$ cat config.mk
export PLATFORM = sky130hd
export DESIGN_NAME = cpu_sequencer
export DESIGN_NICKNAME = d
export VERILOG_FILES = /design/src/rtl/cpu_sequencer.sv
export SDC_FILE = /design/constraint.sdc
export NUM_CORES = 1
export LEC_CHECK = 0
export BUFFER_PORTS_ARGS = -buffer_cell sky130_fd_sc_hd__buf_2
export CAP_MARGIN = 15
export CORE_MARGIN = 4
export CORE_UTILIZATION = 46
export CTS_CLUSTER_SIZE = 30
export DETAILED_ROUTE_END_ITERATION = 6
export PLACE_DENSITY_LB_ADDON = 0.25
export SLEW_MARGIN = 20
export SYNTH_ARGS = -nofsm -noshare
export SYNTH_HDL_FRONTEND = slang
export SYNTH_SLANG_ARGS = --single-unit
export TNS_END_PERCENT = 10
$ cat constraint.sdc
create_clock -name clk -period 1.99 [get_ports clk]
set_clock_uncertainty 0.1 [all_clocks]
set_input_delay 0.0995 -clock clk [delete_from_list [all_inputs] [get_ports clk]]
set_output_delay 0.0995 -clock clk [all_outputs]
set_load 0.05 [all_outputs]
$ cat src/rtl/cpu_sequencer.sv
// rtl/cpu_sequencer.sv - control FSM sequencing register file, instruction memory and ALU
module cpu_sequencer #(
  parameter int DATA_W     = 4,
  parameter int IMEM_DEPTH = 16,
  parameter int RESULT_REG = 2
) (
  input  logic              clk,
  input  logic              rst,
  input  logic              start,
  input  logic [DATA_W-1:0] in_1,
  input  logic [DATA_W-1:0] in_2,
  input  logic              prog_wr_en,
  input  logic [3:0]        prog_addr,
  input  logic [9:0]        prog_data,
  output logic              busy,
  output logic              done,
  output logic [DATA_W-1:0] result,
  output logic              reg_wr_en,
  output logic [1:0]        reg_wr_addr,
  output logic [DATA_W-1:0] reg_wr_data,
  output logic [1:0]        reg_rd_addr_a,
  output logic [1:0]        reg_rd_addr_b,
  input  logic [DATA_W-1:0] reg_rd_data_a,
  input  logic [DATA_W-1:0] reg_rd_data_b,
  output logic              imem_wr_en,
  output logic [3:0]        imem_addr,
  output logic [9:0]        imem_wr_data,
  input  logic [9:0]        imem_rd_data,
  output logic              alu_en,
  output logic [2:0]        alu_opcode,
  output logic [DATA_W-1:0] alu_a,
  output logic [DATA_W-1:0] alu_b,
  input  logic [DATA_W-1:0] alu_out
);

  localparam int              PC_W    = $clog2(IMEM_DEPTH);
  localparam logic [PC_W-1:0] PC_LAST = PC_W'(IMEM_DEPTH - 1);
  localparam logic [1:0]      RES_IDX = 2'(RESULT_REG);

  typedef enum logic [2:0] {
    S_IDLE, S_LOAD0, S_LOAD1, S_FETCH, S_EXEC, S_WB, S_DONE
  } state_t;

  state_t            state_q, state_d;
  logic [PC_W-1:0]   pc_q, pc_d;
  logic [9:0]        ir_q, ir_d;
  logic [DATA_W-1:0] op1_q, op1_d;
  logic [DATA_W-1:0] op2_q, op2_d;
  logic [DATA_W-1:0] result_q, result_d;
  logic              byp_hit_q, byp_hit_d;
  logic [DATA_W-1:0] byp_data_q, byp_data_d;

  // Host loader owns the write port only while idle; everything reads 0 under reset.
  assign imem_wr_en   = rst & (state_q == S_IDLE) & prog_wr_en;
  assign imem_addr    = !rst ? 4'd0 : (state_q == S_IDLE) ? prog_addr : 4'(pc_q);
  assign imem_wr_data = rst ? prog_data : 10'd0;
  assign busy         = (state_q != S_IDLE);
  assign result       = result_q;

  // Next-state and datapath strobes; every strobe defaults low outside its own state.
  always_comb begin
    state_d       = state_q;
    pc_d          = pc_q;
    ir_d          = ir_q;
    op1_d         = op1_q;
    op2_d         = op2_q;
    result_d      = result_q;
    byp_hit_d     = byp_hit_q;
    byp_data_d    = byp_data_q;
    done          = 1'b0;
    reg_wr_en     = 1'b0;
    reg_wr_addr   = 2'd0;
    reg_wr_data   = '0;
    reg_rd_addr_a = 2'd0;
    reg_rd_addr_b = 2'd0;
    alu_en        = 1'b0;
    alu_opcode    = 3'd0;
    alu_a         = '0;
    alu_b         = '0;
    case (state_q)
      S_IDLE: begin
        if (start) begin
          op1_d   = in_1;
          op2_d   = in_2;
          state_d = S_LOAD0;
        end
      end
      S_LOAD0: begin
        reg_wr_en   = 1'b1;
        reg_wr_addr = 2'd0;
        reg_wr_data = op1_q;
        state_d     = S_LOAD1;
      end
      S_LOAD1: begin
        reg_wr_en   = 1'b1;
        reg_wr_addr = 2'd1;
        reg_wr_data = op2_q;
        pc_d        = '0;
        byp_hit_d   = 1'b0;
        state_d     = S_FETCH;
      end
      S_FETCH: begin
        ir_d    = imem_rd_data;
        state_d = S_EXEC;
      end
      S_EXEC: begin
        reg_rd_addr_a = ir_q[4:3];
        reg_rd_addr_b = ir_q[2:1];
        alu_en        = 1'b1;
        alu_opcode    = ir_q[9:7];
        alu_a         = reg_rd_data_a;
        alu_b         = reg_rd_data_b;
        state_d       = S_WB;
      end
      S_WB: begin
        reg_wr_en   = 1'b1;
        reg_wr_addr = ir_q[6:5];
        reg_wr_data = alu_out;
        // Remember a final write to the result register in case the register
        // file has not committed it by the time DONE samples its read port.
        byp_hit_d   = (ir_q[6:5] == RES_IDX);
        byp_data_d  = alu_out;
        if (ir_q[0] || pc_q == PC_LAST) begin
          state_d = S_DONE;
        end else begin
          pc_d    = pc_q + 1'b1;
          state_d = S_FETCH;
        end
      end
      S_DONE: begin
        done          = 1'b1;
        reg_rd_addr_a = RES_IDX;
        result_d      = byp_hit_q ? byp_data_q : reg_rd_data_a;
        state_d       = S_IDLE;
      end
      default: state_d = S_IDLE;
    endcase
  end

  // State and datapath registers; asynchronous reset returns to an empty idle.
  always_ff @(posedge clk or negedge rst) begin
    if (!rst) begin
      state_q    <= S_IDLE;
      pc_q       <= '0;
      ir_q       <= '0;
      op1_q      <= '0;
      op2_q      <= '0;
      result_q   <= '0;
      byp_hit_q  <= 1'b0;
      byp_data_q <= '0;
    end else begin
      state_q    <= state_d;
      pc_q       <= pc_d;
      ir_q       <= ir_d;
      op1_q      <= op1_d;
      op2_q      <= op2_d;
      result_q   <= result_d;
      byp_hit_q  <= byp_hit_d;
      byp_data_q <= byp_data_d;
    end
  end

endmodule
==> results of run 1 <==
-- flip-flops by register name, summed over array words and instances (netlist names) --
signal	count
pc_q	4
op1_q	4
result	4
state_q	3
byp_hit_q	1
op2_q	4
byp_data_q	4
ir_q	10
-- path summary, 6_finish.rpt --
kind / to / depth (start not counted) / startpoint
setup reg to reg: op1_q[0] / 5 / state_q[1]
hold reg to reg: result[0] / 2 / result[0]
setup / recovery: reg_wr_data[1] / 4 / state_q[0]
min in group asynchronous: byp_hit_q / 2 / rst
max in group asynchronous: state_q[2] / 3 / rst
hold / removal: result[2] / 3 / reg_rd_data_a[2]
-- power breakdown --
| part | switching (mW) | internal [mW] | leakage [nW] | total (mW) |
|---|---|---|---|---|
| logic | 1.42 | 0.911 | 0.945 | 2.33 |
| registers | 0.318 | 1.03 | 0.408 | 1.35 |
| clock network | 0.248 | 0.534 | 0.0714 | 0.782 |
| total | 1.99 | 2.47 | 1.42 | 4.46 |
-- kinds of logic after synthesis --
logic type	share of synthesized area (%)
AO/OA/AOI/OAI	9.30
AND/OR/NAND/NOR	19.1
flip-flops	44.8
adder cells (fa/ha/maj)	0.659
multiplexers	21.0
buffers and inverters	5.21
-- per-stage QoR --
step	std cells	setup WS, ns
finish	344	0.122
floorplan	173	0.00979
detailed placement	311	0.249
global route	344	0.0362
global placement	311	0.266
CTS	344	0.0232
-- layout by cell type (no fill, tap or decap), drive strengths merged, types with 3 or more instances in the layout --
master / instances
buf: 102
dfrtp: 34
and2: 26
dlygate4sd3: 23
mux2: 22
mux2i: 12
nand2: 9
a21oi: 8
o21ai: 7
clkbuf: 6
nor3: 6
inv: 5
o2bb2ai: 4
nor2b: 4
nor2: 3
-- metal layers --
metal	track usage, %	up-vias	wire length, um
li1	-	843	-
met1	22.2	761	1870
met2	34.7	70	2420
met3	5.82	5	441
met4	5.01	0	38
met5	0	-	0
-- repair_timing --
action                                  4_1_cts  5_1_grt
pin swaps                                     1        0
endpoints found under the hold margin        37        0
buffers inserted                              2        0
endpoints found under the setup margin       16        8
resized for setup                             2        3
hold buffers                                 23        0
-- final cells by class --
class / instances / area share [%]
clock buffer: 6 / 2.95
tap: 50 / 2.23
sequential: 34 / 30.5
multi-input combinational: 122 / 34.1
timing repair buffer: 125 / 27.4
clock inverter: 2 / 2.14
inverter: 5 / 0.670
-- tightest hold or removal path, stage by stage --
cell and delay [ns]:
buf_2 0.08, mux2i_1 0.05, o21ai_0 0.13
==> metrics.md, run 1 <==
| Metric | Value |
|---|---|
| Port bufs | 91 |
| Final Util | 70.1% |
| DR DRC count | 0 |
| Post-synth EDFFs | 0 |
| Hold Slack | 0.0158 ns |
| Cell Rows | 23 |
| DR iter-0 viols | 50 |
| Yosys top cell by area | dfrtp_1 |
| Max_slew headroom | 64.4% |
| GRT overflow | 0 |
| Seq/Total Area, Yosys | 44.8% |
| Syn. warnings | 0 |
| Final hold violations | 0 |
| Die Ht | 72.2 um |
| Post-synthesis async set-or-reset flop share | 100% |
| ANT cells | 0 |
| Worst-Skew Late Latency | 0.28 ns |
| Max Clk Rate | 535 MHz |
| Most instantiated library cell after synthesis | dfrtp_1 |
| Dpl cell area | 2400 um2 |
| Max-Cap Viols | 0 |
| Distinct cells, synth | 38 |
| Global-route wire length before repair | 7750 um |
| Post-Synthesis Cells | 173 |
| Root Buffer | clkbuf_8 |
| Multi-input logic area | 956 um2 |
| Total GRT Usage | 19.3% |
| Leak | 1.42 nW |
| TritonCTS clock tree | done |
| Via count | 1,679 |
| Share of layout cells above drive strength 1 | 47.6% |
| Fill cell total of the finished layout | 293 |
| Worst Path Max Fanout | 13 |
| Drt first pass iters | 4 |
| DPL Wire Length | 3540 um |
| Setup_tns | 0 ns |
| Commonest cells in the netlist | dfrtp_1, and2_1, mux2_2, mux2i_1, nand2_1 |
| Slew @ Worst Pin | 0.534 ns |
| Final Cell Area | 2800 um2 |
| Largest net degree at the start of global routing | 32 |
| R2r setup slk | 0.25 ns |
| Critical path data arrival time | 1.67 ns |
| Final setup vio count | 0 |
| Clk slew on worst S/H paths | 0.07 ns |
| Crit-path max cell delay | 0.51 ns |
| Vias per cell | 4.88 |
| Crit-path leading delay family | flip-flops |
| # IOs | 92 |
| Syn Area/Cell | 11.0 um2 |
| Worst Path Required | 1.79 ns |
| Overall Power | 4.46 mW |
| RSZ-0062 raised after global routing | no |
| Run status | finished clean |
| Power Dens Cells | 1590 nW/um2 |
| CTS Sinks | 34 |
| Die width | 72.2 um |
| Starting Density | 47.5% |
| CP Capture Type | output port |
| Critical Path, Cell by Cell | buf_4 -> nor2_1 -> o2bb2ai_1 -> buf_2 |
| Reg area | 855 um2 |
| CTS max path bufs | 2 |
| Minimum clock period | 1.87 ns |
| Die ar. | 5220 um2 |
| Syn_nets | 222 |
| CP Class | register to output port |
| Seq cells post-synth | 34 |
| Post-Syn Area | 1900 um2 |
| H-tree Lvls | 2 |
| RePlAce Congestion | 0.816 |
| Total CTS buffers | 5 |
| Core area | 4000 um2 |
| Antenna violations before repair | 0 |
| Routed Antenna Nets | 0 |
| Top-area cell type share of the netlist area | 44.8% |
| Slew Limit Fails | 0 |
| Worst setup SP type | register |
| Final nets | 342 |
| Largest cells by area after synthesis | dfrtp_1, mux2_2, and2_1 |
| Max VDD drop | 1.18 mV |
| Crit-path slowest cell | dfrtp_2 |
| Layout area overhead | 47.7% |
| Drt total wl | 4770 um |
| Fin crit share | 93.9% |
| WP buf/inv | 2 |
| Vias in the first global route | 1,667 |
| Ys flop type | dfrtp_1 |
| Drt wl/cell | 13.9 um |
| Type of the worst min-delay path | input pin to register |
Power figures use the tool's default switching activity.
==> run 2: changes to the inputs <==
--- a/config.mk
+++ b/config.mk
@@ -7,12 +7,13 @@
 export LEC_CHECK = 0
 export BUFFER_PORTS_ARGS = -buffer_cell sky130_fd_sc_hd__buf_2
 export CAP_MARGIN = 15
-export CORE_MARGIN = 4
+export CORE_MARGIN = 1.5
 export CORE_UTILIZATION = 46
 export CTS_CLUSTER_SIZE = 30
 export DETAILED_ROUTE_END_ITERATION = 6
+export HOLD_SLACK_MARGIN = 0.08
 export PLACE_DENSITY_LB_ADDON = 0.25
-export SLEW_MARGIN = 20
+export SLEW_MARGIN = 10
 export SYNTH_ARGS = -nofsm -noshare
 export SYNTH_HDL_FRONTEND = slang
 export SYNTH_SLANG_ARGS = --single-unit
==> metrics.md, run 2 (synthesis results as in run 1) <==
| Metric | Value |
|---|---|
| Run status | finished clean |
| Max-Cap Viols | 0 (unchanged) |
| Power Dens Cells | 1520 nW/um2 (-4.7%) |
| Fraction of power consumed by combinational cells | 53.6% (+1.3 points) |
| Post-Route M1 WL | 1960 um (+4.5%) |
| DR DRC count | 0 (unchanged) |
| Cell Rows | 23 (unchanged) |
| CTS max path bufs | 2 (unchanged) |
| Critical Path, Cell by Cell | nand3b_2 -> o22ai_1 -> buf_2 |
| Vias in the first global route | 1,640 (-1.6%) |
| CP Class | register to output port |
| DR iter-0 viols | 40 (-20%) |
| Antenna violations before repair | 0 (unchanged) |
| Worst Path Max Fanout | 14 (+1) |
| CTS Sinks | 34 (unchanged) |
| Type of the worst min-delay path | input pin to async pin |
| RePlAce Congestion | 0.783 (-4.0%) |
| Most common cell after layout, fill and taps aside | buf_2 |
| Slew @ Worst Pin | 0.476 ns (-0.0577 ns) |
| Crit-path max cell delay | 0.50 ns (about the same) |
| NetSw | 1.97 mW (-0.70%) |
| Leak | 1.42 nW (-0.54%) |
| Largest net degree at the start of global routing | 28 (-13%) |
| Max_slew headroom | 68.3% (+3.8 points) |
| Core area | 3970 um2 (-0.72%) |
| R2r setup slk | 0.36 ns (+0.11 ns) |
| RR Startpoint | pc_q[0] |
| Die ar. | 4520 um2 (-13%) |
| # IOs | 92 (unchanged) |
| Max reg flops | 10 (unchanged) |
| Total GRT Usage | 22.3% (+3.0 points) |
| WP buf/inv | 1 (-1) |
| Root Buffer | clkbuf_8 |
| Drt first pass iters | 4 (unchanged) |
| Final Cell Area | 2810 um2 (+0.22%) |
| CP Capture Type | output port |
| Die width | 67.2 um (-6.9%) |
| Crit-path leading delay family | flip-flops |
| Met2 Routed Length | 2330 um (-3.8%) |
| Worst R2R End | pc_q[1] |
| Final Util | 70.7% (+0.67 points) |
| Clk slew on worst S/H paths | 0.07 ns (about the same) |
| Drt total wl | 4660 um (-2.3%) |
| Layout area overhead | 48.0% |
| Worst Path Required | 1.79 ns (about the same) |
| Power Internal | 2.29 mW (-7.6%) |
| RSZ-0062 raised after global routing | yes |
| ANT cells | 0 (unchanged) |
| Via count | 1,740 (+3.6%) |
| Fill cell total of the finished layout | 312 (+6.5%) |
| GRT overflow | 0 (unchanged) |
| Seq pwr share | 32.1% (+1.9 points) |
| Biggest register | ir_q |
| Minimum clock period | 1.89 ns (+0.0206 ns) |
| Post-CTS setup buffers | 0 (-2) |
| Worst r2r path cells | 4 (-1) |
| Max Clk Rate | 530 MHz (-1.1%) |
| Final setup vio count | 0 (unchanged) |
| Worst-Skew Late Latency | 0.28 ns (about the same) |
| Slew Limit Fails | 0 (unchanged) |
| Fin crit share | 94.9% (+1.0 points) |
| Sw frac | 46.3% (+1.8 points) |
| Max Used Layer | met4 |
| Final nets | 345 (+0.88%) |
| Routed Antenna Nets | 0 (unchanged) |
| Multi-input logic area | 948 um2 (-0.79%) |
| Clock power frac | 14.3% (-3.2 points) |
| H-tree Lvls | 2 (unchanged) |
| Total CTS buffers | 5 (unchanged) |
| Dpl cell area | 2400 um2 (unchanged) |
| Port bufs | 91 (unchanged) |
| Drt wl/cell | 13.4 um (-3.1%) |
| DPL Wire Length | 3310 um (-6.4%) |
| Die Ht | 67.2 um (-6.9%) |
| Starting Density | 47.8% (+0.34 points) |
| Most frequent cells in the layout | buf_2, dfrtp_1, dlygate4sd3_1, and2_1, mux2_2 |
| Crit-path slowest cell | dfrtp_2 |
| Max VDD drop | 0.971 mV (-18%) |
| Vias per cell | 5.01 (+2.7%) |
| TritonCTS clock tree | done |
| Reg area | 855 um2 (unchanged) |
| Worst setup SP type | register |
| Share of layout cells above drive strength 1 | 45.8% (-1.8 points) |
| Global-route wire length before repair | 7400 um (-4.5%) |
| WL met3 | 311 um (-29%) |
| Critical path data arrival time | 1.69 ns (+0.02 ns) |
| Final hold violations | 0 (unchanged) |
[run 2: stage by stage]
| stage | TNS (ns) | std cells | hold WS, ns | setup slack, ns | power, mW |
|---|---|---|---|---|---|
| 2_1_floorplan | 0 | 173 | -0.296 | 0.00979 | 3.12 |
| 3_3_place_gp | 0 | 311 | -0.0294 | 0.285 | 3.56 |
| 3_5_place_dp | 0 | 311 | -0.0216 | 0.249 | 3.60 |
| 4_1_cts | 0 | 347 | 0.207 | 0.0139 | 4.27 |
| 5_1_grt | -0.00818 | 347 | 0.242 | -0.00419 | 4.53 |
| 6_report | 0 | 347 | 0.206 | 0.101 | 4.26 |
[run 2: layout make-up]
class	instances	area share [%]
inverter	5	0.668
timing repair buffer	128	29.0
tap	50	2.23
clock buffer	5	2.45
clock inverter	3	1.43
multi-input combinational	122	33.8
sequential	34	30.4
[run 2: worst register-to-register path, delay by kind of cell, from the launching register on]
kind	cells	cell delay [ns]
AOI/OAI and AO/OA	1	0.33
adders and majority gates	1	0.28
DFF	1	0.46
and+or+nand+nor	2	0.34
[run 2: how the worst max path moves through the flow]
stage	to	slack (ns)	cells past startpoint	startpoint
final	reg_wr_addr[0]	0.10	3	state_q[1]
after global routing	imem_addr[0]	-0.004	5	state_q[0]
after CTS	reg_wr_addr[0]	0.01	3	state_q[1]
after detailed placement	reg_wr_addr[1]	0.25	4	state_q[0]
after global placement	reg_wr_addr[1]	0.28	4	state_q[0]
after floorplan	reg_rd_addr_a[1]	0.01	3	state_q[0]
[run 2: power by group through the flow]
stage | Clock (mW) | Combinational, mW | Sequential [mW]
global placement | 0 | 2.20 | 1.36
finish | 0.610 | 2.28 | 1.37
floorplan | 0 | 1.79 | 1.32
CTS | 0.622 | 2.28 | 1.36
detailed placement | 0 | 2.23 | 1.37
global route | 0.660 | 2.45 | 1.42
[run 2: layer usage]
metal	track usage, %	vias to the layer above
met3	5.00	7
met1	26.1	803
li1	-	856
met5	0	-
met4	7.14	0
met2	40.3	74
[run 2: what timing repair did]
action,CTS,global route
hold buffers,28,0
endpoints found under the hold margin,47,0
gates resized for setup,1,7
endpoints found under the setup margin,1,26
